### config.mk
export PLATFORM = sky130hd
export DESIGN_NAME = mcs4_bus_master
export DESIGN_NICKNAME = d
export VERILOG_FILES = /design/src/rtl/mcs4_bus_master.sv
export SDC_FILE = /design/constraint.sdc
export NUM_CORES = 1
export LEC_CHECK = 0
export CORE_ASPECT_RATIO = 0.75
export CORE_UTILIZATION = 40
export CTS_BUF_LIST = sky130_fd_sc_hd__clkbuf_8
export DETAILED_ROUTE_END_ITERATION = 12
export PLACE_DENSITY_LB_ADDON = 0.3
export SYNTH_ARGS = -nofsm -noshare
export SYNTH_HDL_FRONTEND = slang
export SYNTH_SLANG_ARGS = --single-unit
### constraint.sdc
create_clock -name sysclk -period 7.9 [get_ports sysclk]
set_clock_uncertainty 0.2 [all_clocks]
set_input_delay 2.37 -clock sysclk [delete_from_list [all_inputs] [get_ports sysclk]]
set_output_delay 2.37 -clock sysclk [all_outputs]
set_load 0.005 [all_outputs]
### src/rtl/mcs4_bus_master.sv
// mcs4_bus_master
//   CPU-side initiator of the MCS-4 4-bit multiplexed bus. Generates the
//   non-overlapping clk1/clk2 phases, sync and cmrom, and runs back-to-back
//   8-subcycle instruction cycles (A1 A2 A3 M1 M2 X1 X2 X3). Each cycle is
//   either idle or carries one host request (FETCH, or SRC/WRR/RDR I/O).
//
//   Every subcycle is split into four quarters Q0..Q3 of PHASE_TICKS sysclk
//   each: clk1 is high in Q0, clk2 is high in Q2. Responder data is sampled
//   on the last sysclk of Q2. A request is taken on the last sysclk of X3 Q3
//   and acknowledged on the last sysclk of the following cycle's X3 Q1.
//
// Ports
//   sysclk     in   system clock, all logic on posedge
//   poc_n      in   asynchronous active-low reset
//   clk1_pad   out  MCS-4 phase-1 clock
//   clk2_pad   out  MCS-4 phase-2 clock
//   sync_pad   out  high for the whole X3 subcycle
//   cmrom_pad  out  ROM/IO chip-select strobe
//   data_in    in   bus value driven by responders
//   data_out   out  bus value driven by this master (0 when not driving)
//   data_dir   out  1 = master drives the bus
//   req        in   host request; op/addr/wdata held stable while high
//   op         in   0=FETCH 1=SRC 2=WRR 3=RDR
//   addr       in   instruction address, [11:8] selects the ROM chip
//   wdata      in   SRC pair {hi,lo}; WRR uses [3:0]
//   ack        out  one-sysclk completion pulse
//   rdata      out  fetched opcode; for RDR the low nibble is the I/O value
//
// Configuration
//   MCS4_BUS_MASTER_IO_EN  defined: SRC/WRR/RDR cycles are generated.
//                          undefined: op is ignored, every request is a FETCH.

module mcs4_bus_master #(
    parameter int PHASE_TICKS = 4
) (
    input  logic        sysclk,
    input  logic        poc_n,
    output logic        clk1_pad,
    output logic        clk2_pad,
    output logic        sync_pad,
    output logic        cmrom_pad,
    input  logic [3:0]  data_in,
    output logic [3:0]  data_out,
    output logic        data_dir,
    input  logic        req,
    input  logic [1:0]  op,
    input  logic [11:0] addr,
    input  logic [7:0]  wdata,
    output logic        ack,
    output logic [7:0]  rdata
);

    localparam int TW = (PHASE_TICKS > 1) ? $clog2(PHASE_TICKS) : 1;
    localparam logic [TW-1:0] TICK_LAST = TW'(PHASE_TICKS - 1);

`ifdef MCS4_BUS_MASTER_IO_EN
    localparam logic IO_EN = 1'b1;
`else
    localparam logic IO_EN = 1'b0;
`endif

    typedef enum logic [2:0] {
        SC_A1 = 3'd0,
        SC_A2 = 3'd1,
        SC_A3 = 3'd2,
        SC_M1 = 3'd3,
        SC_M2 = 3'd4,
        SC_X1 = 3'd5,
        SC_X2 = 3'd6,
        SC_X3 = 3'd7
    } subcycle_t;

    typedef enum logic [1:0] {
        OP_FETCH = 2'd0,
        OP_SRC   = 2'd1,
        OP_WRR   = 2'd2,
        OP_RDR   = 2'd3
    } op_t;

    logic [TW-1:0] tick_r,    tick_nxt_s;
    logic [1:0]    quarter_r, quarter_nxt_s;
    subcycle_t     sc_r,      sc_nxt_s;
    logic          active_r,  active_nxt_s;
    op_t           op_r,      op_nxt_s;
    logic [11:0]   addr_r,    addr_nxt_s;
    logic [7:0]    wdata_r,   wdata_nxt_s;

    logic          tick_last_s;
    logic          sample_s;
    logic          accept_s;
    logic          ack_edge_s;
    op_t           req_op_s;

    logic          dir_nxt_s;
    logic [3:0]    out_nxt_s;
    logic          cm_nxt_s;

    // Without I/O support every request is downgraded to a plain fetch.
    assign req_op_s = IO_EN ? op_t'(op) : OP_FETCH;

    // Next position of the tick/quarter/subcycle counters and request capture.
    always_comb begin
        tick_last_s   = (tick_r == TICK_LAST);
        sample_s      = tick_last_s && (quarter_r == 2'd2);
        accept_s      = tick_last_s && (quarter_r == 2'd3) && (sc_r == SC_X3);
        ack_edge_s    = tick_last_s && (quarter_r == 2'd1) && (sc_r == SC_X3);
        tick_nxt_s    = tick_r;
        quarter_nxt_s = quarter_r;
        sc_nxt_s      = sc_r;
        active_nxt_s  = active_r;
        op_nxt_s      = op_r;
        addr_nxt_s    = addr_r;
        wdata_nxt_s   = wdata_r;

        if (tick_last_s) begin
            tick_nxt_s    = {TW{1'b0}};
            quarter_nxt_s = quarter_r + 2'd1;
            if (quarter_r == 2'd3) begin
                // X3 + 1 wraps to A1 in the 3-bit encoding.
                sc_nxt_s = subcycle_t'(sc_r + 3'd1);
            end else begin
                sc_nxt_s = sc_r;
            end
        end else begin
            tick_nxt_s = tick_r + TW'(1);
        end

        if (accept_s) begin
            active_nxt_s = req;
            if (req) begin
                op_nxt_s    = req_op_s;
                addr_nxt_s  = addr;
                wdata_nxt_s = wdata;
            end else begin
                op_nxt_s    = op_r;
                addr_nxt_s  = addr_r;
                wdata_nxt_s = wdata_r;
            end
        end else begin
            active_nxt_s = active_r;
        end
    end

    // Bus drive and chip-select for the position the counters move into,
    // so the registered pads line up with the counters.
    always_comb begin
        dir_nxt_s = 1'b0;
        out_nxt_s = 4'd0;
        cm_nxt_s  = 1'b0;
        if (active_nxt_s) begin
            case (sc_nxt_s)
                SC_A1: begin
                    dir_nxt_s = 1'b1;
                    out_nxt_s = addr_nxt_s[3:0];
                end
                SC_A2: begin
                    dir_nxt_s = 1'b1;
                    out_nxt_s = addr_nxt_s[7:4];
                end
                SC_A3: begin
                    dir_nxt_s = 1'b1;
                    out_nxt_s = addr_nxt_s[11:8];
                    cm_nxt_s  = 1'b1;
                end
                SC_M2: begin
                    // WRR/RDR: responders decode the opcode under cmrom.
                    cm_nxt_s = (op_nxt_s == OP_WRR) || (op_nxt_s == OP_RDR);
                end
                SC_X2: begin
                    if (op_nxt_s == OP_SRC) begin
                        dir_nxt_s = 1'b1;
                        out_nxt_s = wdata_nxt_s[7:4];
                        cm_nxt_s  = 1'b1;
                    end else if (op_nxt_s == OP_WRR) begin
                        dir_nxt_s = 1'b1;
                        out_nxt_s = wdata_nxt_s[3:0];
                    end else begin
                        dir_nxt_s = 1'b0;
                        out_nxt_s = 4'd0;
                    end
                end
                SC_X3: begin
                    if (op_nxt_s == OP_SRC) begin
                        dir_nxt_s = 1'b1;
                        out_nxt_s = wdata_nxt_s[3:0];
                    end else begin
                        dir_nxt_s = 1'b0;
                        out_nxt_s = 4'd0;
                    end
                end
                default: begin
                    dir_nxt_s = 1'b0;
                    out_nxt_s = 4'd0;
                    cm_nxt_s  = 1'b0;
                end
            endcase
        end else begin
            dir_nxt_s = 1'b0;
            out_nxt_s = 4'd0;
            cm_nxt_s  = 1'b0;
        end
    end

    // Counter and request state; reset parks at X3 Q0 so responders see sync first.
    always_ff @(posedge sysclk or negedge poc_n) begin
        if (!poc_n) begin
            tick_r    <= {TW{1'b0}};
            quarter_r <= 2'd0;
            sc_r      <= SC_X3;
            active_r  <= 1'b0;
            op_r      <= OP_FETCH;
            addr_r    <= 12'd0;
            wdata_r   <= 8'd0;
        end else begin
            tick_r    <= tick_nxt_s;
            quarter_r <= quarter_nxt_s;
            sc_r      <= sc_nxt_s;
            active_r  <= active_nxt_s;
            op_r      <= op_nxt_s;
            addr_r    <= addr_nxt_s;
            wdata_r   <= wdata_nxt_s;
        end
    end

    // Registered pads, ack pulse and read-data capture at the clk2 sample point.
    always_ff @(posedge sysclk or negedge poc_n) begin
        if (!poc_n) begin
            clk1_pad  <= 1'b0;
            clk2_pad  <= 1'b0;
            sync_pad  <= 1'b0;
            cmrom_pad <= 1'b0;
            data_dir  <= 1'b0;
            data_out  <= 4'd0;
            ack       <= 1'b0;
            rdata     <= 8'd0;
        end else begin
            clk1_pad  <= (quarter_nxt_s == 2'd0);
            clk2_pad  <= (quarter_nxt_s == 2'd2);
            sync_pad  <= (sc_nxt_s == SC_X3);
            cmrom_pad <= cm_nxt_s;
            data_dir  <= dir_nxt_s;
            data_out  <= out_nxt_s;
            ack       <= ack_edge_s && active_r;
            if (sample_s && active_r) begin
                case (sc_r)
                    SC_M1:   rdata[7:4] <= data_in;
                    SC_M2:   rdata[3:0] <= data_in;
                    SC_X2:   rdata[3:0] <= (op_r == OP_RDR) ? data_in : rdata[3:0];
                    default: rdata      <= rdata;
                endcase
            end else begin
                rdata <= rdata;
            end
        end
    end

endmodule
==> results.py <==
metrics = {
    "layout": {
        "fillers": 513,
        "area_growth_pct": 25.4,
        "final_core_util_pct": 52.7,
        "num_antenna_cells": 0,
        "fin_cells": 334,
        "drive_above_1_share_pct": 9.65,
        "num-nets-final": 300,
    },
    "synthesis": {
        "synth_top_cell_area_share_pct": 49.5,
        "yosys.area_share.simple_pct": 15.6,
        "seq_area_frac_synth_pct": 53.0,
        "synth_warnings": 0,
        "async_reset_ff_share_pct": 100,
        "yosys-top-cells-area": "dfrtp_1 50%, ha_1 7.2%, nand2_1 6.8%, mux2_2 5.0%, dfstp_2 3.5%",
        "syn-num-nets": 255,
        "synth_xor_area_share_pct": 1.10,
        "synth_top_area_cell": "dfrtp_1",
        "synth_cells": 213,
        "synth_adder_area_share_pct": 7.15,
        "synth_ff_type": "dfrtp_1",
        "syn-cell-area_mm2": 0.00227,
        "synth_top_family_by_area": "simple AND/OR/NAND/NOR gates",
        "syn_avg_cell_area_um2": 10.7,
        "synth_seq_cells": 48,
        "muxShareOfSynthArea_pct": 8.69,
        "synth-edff-count": 0,
        "synth.distinct_cells": 39,
        "synth_compound_area_share_pct": 10.0,
    },
    "clock_network": {
        "path_clk_slew_ns": 0.08,
        "root_buffer": "clkbuf_8",
        "cts_buffers": 5,
        "clkLatencyLatePin_ns": 0.30,
        "clk_path_buf_depth": 2,
        "cts_max_level": 2,
        "cts.sinks": 48,
        "post_cts.repair.setup_buffers": 0,
        "ctsHoldBuffers": 0,
        "cts_tree": "built",
        "cts_resized": 0,
    },
    "setup_path": {
        "worstPathRequired_ns": 7.92,
        "crit_type": "input pin to flop",
        "cp_slowest_stage_delay_ns": 0.51,
        "reg2reg_to": "data_out[2]$_DFF_PN0_",
        "cp_data_arrival_time_ns": 4.91,
        "critical_path.cell_chain": "clkdlybuf4s50_1 > nand4_1 > and2_1 > inv_1 > ha_1 > or4b_1 > a41oi_2",
        "cp_max_fo": 13,
        "reg2reg_slack_ns": 4.49,
        "rr_worst_depth": 8,
        "start_kind": "input pin",
        "end_kind": "flop",
        "cp_slowest_cell": "clkdlybuf4s50_1",
        "r2r_start": "sc_r[0]$_DFF_PN1_",
    },
    "sta": {
        "hold_viol_final": 0,
        "worstMarginPinSlew_ns": 1.03,
        "min_period_ns": 4.89,
        "finalCritPeriodShare_pct": 62.0,
        "max_freq_mhz": 204,
        "drv_slew": 0,
        "relSlewSlack_pct": 31.4,
        "final.setup.tns_ns": 0,
        "setup_viol": 0,
        "rsz0062_at_grt": "false",
    },
    "global_routing": {
        "grt_max_degree": 49,
        "track_usage_pct": 17.1,
        "grt_pass1_vias": 1544,
        "grt_remaining_overflow": 0,
        "antenna_found_initial": 0,
        "grt_pass1_wl_mm": 7.56,
    },
    "die": {
        "io_pins": 47,
        "fp.coreArea_mm2": 0.00541,
        "num_rows": 23,
        "dieHeight_um": 67.3,
        "start_util_pct": 42.0,
        "die-area_mm2": 0.00600,
        "die_w_um": 89.1,
    },
    "route": {
        "post_drt_wl_per_cell_um": 13.8,
        "drc": 0,
        "vias_per_cell": 4.95,
        "drt_first_pass_iters": 4,
        "antenna_left": 0,
        "drt_iter0_drc": 84,
        "drt-total-wl_mm": 4.60,
        "routed-via-count": 1653,
    },
    "power_and_ir_drop": {
        "ir_drop_uv": 84.5,
        "p_leak_nw": 1.35,
        "pwr_density_cell_mw_per_mm2": 142,
    },
    "hold_path": {
        "worst_hold_path.endpoint": "tick_r[0]$_DFF_PN0_",
        "hp-start": "tick_r[0]$_DFF_PN0_",
        "whs_path_depth": 1,
        "min_path_type": "flop to flop",
    },
    "placement": {
        "gp_congestion": 0.829,
        "hpwl_mm": 3.31,
        "portBuffers": 44,
        "dp.cells": 326,
    },
    "run_status": {
        "status": "completed",
    },
    "job": {
        "drv_cap": 0,
    },
}
==> layer usage <==
metal / GRT usage (%) / part of all wire, % / up-vias
met5: 0 / 0 / -
met4: 4.17 / 0.59 / 0
met3: 4.03 / 5.2 / 4
met2: 24.1 / 41 / 36
met1: 26.2 / 53 / 788
li1: - / - / 825
==> cell usage after synthesis (2+ instances only) <==
cell      instances
buf_4             2
nor2b_1           3
buf_2             3
o21ai_0           5
o32ai_1           3
a22oi_1           2
nand3_1           8
nand2b_1          2
mux2i_1           7
o31ai_1           2
inv_1            18
nand2_1          41
a21oi_1           9
mux2_2           10
dfrtp_1          45
nand4_1           4
nor2_1            9
dfstp_2           3
a31oi_1           2
o211ai_1          3
ha_1             13
and4b_1           2
==> worst max-delay path by stage <==
stage / startpoint / to / slack [ns] / depth (start not counted)
2_1_floorplan: req / data_out[2]$_DFF_PN0_ / 3.77 / 7
3_3_place_gp: req / data_out[2]$_DFF_PN0_ / 2.79 / 7
3_5_place_dp: req / data_out[2]$_DFF_PN0_ / 2.78 / 7
4_1_cts: req / data_out[2]$_DFF_PN0_ / 3.05 / 7
5_1_grt: req / data_out[2]$_DFF_PN0_ / 2.85 / 7
6_report: req / data_out[2]$_DFF_PN0_ / 3.01 / 7
==> power breakdown <==
| group | total (mW) | switching (mW) | internal, mW | leakage (nW) |
|---|---|---|---|---|
| registers | 0.247 | 0.000517 | 0.247 | 0.642 |
| clock network | 0.137 | 0.0773 | 0.0597 | 0.0505 |
| logic | 0.0206 | 0.00710 | 0.0135 | 0.655 |
==> layout make-up <==
cell class | count | area [um2] | share of cell area, %
Inverter | 18 | 67.6 | 2.37
Multi-Input combinational cell | 141 | 968 | 34.0
Timing Repair Buffer | 44 | 435 | 15.3
Clock buffer | 5 | 68.8 | 2.41
Sequential cell | 48 | 1200 | 42.3
Clock inverter | 3 | 12.5 | 0.439
Tap cell | 75 | 93.8 | 3.29
==> flip-flops by register name, summed over array words and instances, names as in the netlist <==
register and count:
sc_r 3, cmrom_pad 1, tick_r 2, clk2_pad 1, sync_pad 1, data_out 4
clk1_pad 1, addr_r 12, data_dir 1, active_r 1, quarter_r 2, wdata_r 8
rdata 8, op_r 2, ack 1
==> metrics by stage <==
step | total power [mW] | hold WS [ns] | setup WS (ns) | cell area (um2)
after CTS | 0.411 | 0.238 | 3.05 | 2850
after detailed placement | 0.273 | 0.226 | 2.78 | 2770
after floorplan | 0.253 | 0.203 | 3.77 | 2270
final | 0.405 | 0.235 | 3.01 | 2850
after global routing | 0.421 | 0.257 | 2.85 | 2850
after global placement | 0.273 | 0.213 | 2.79 | 2770
==> worst max-delay path, delay by kind of cell <==
family / cells / cell delay (ns)
fa+ha+maj: 1 / 0.31
buf+inv: 2 / 0.61
compound gates: 1 / 0.20
simple gates: 3 / 1.43
==> cells in the final DEF, fill, tap and decap left out, types with 2 or more instances in the layout <==
master | Yosys | routed
dfrtp_1 | 45 | 45
nand2b_1 | 2 | 2
nand4_1 | 4 | 4
nand2_1 | 41 | 41
nor2_1 | 9 | 9
a31oi_1 | 2 | 2
o211ai_1 | 3 | 3
dfstp_2 | 3 | 3
nand3_1 | 8 | 8
ha_1 | 13 | 13
o21ai_0 | 5 | 5
clkbuf_8 | 0 | 5
a21oi_1 | 9 | 9
inv_1 | 18 | 20
a22oi_1 | 2 | 2
nor2b_1 | 3 | 3
and4b_1 | 2 | 2
mux2_2 | 10 | 10
o31ai_1 | 2 | 2
o32ai_1 | 3 | 3
clkdlybuf4s50_1 | 0 | 43
mux2i_1 | 7 | 7
==> kinds of logic after synthesis <==
family          after synthesis
buf+inv                      24
flops                        48
compound gates               33
xor+xnor                      2
fa+ha+maj                    13
mux                          18
simple gates                 75
(Power assumes the default switching activity.)
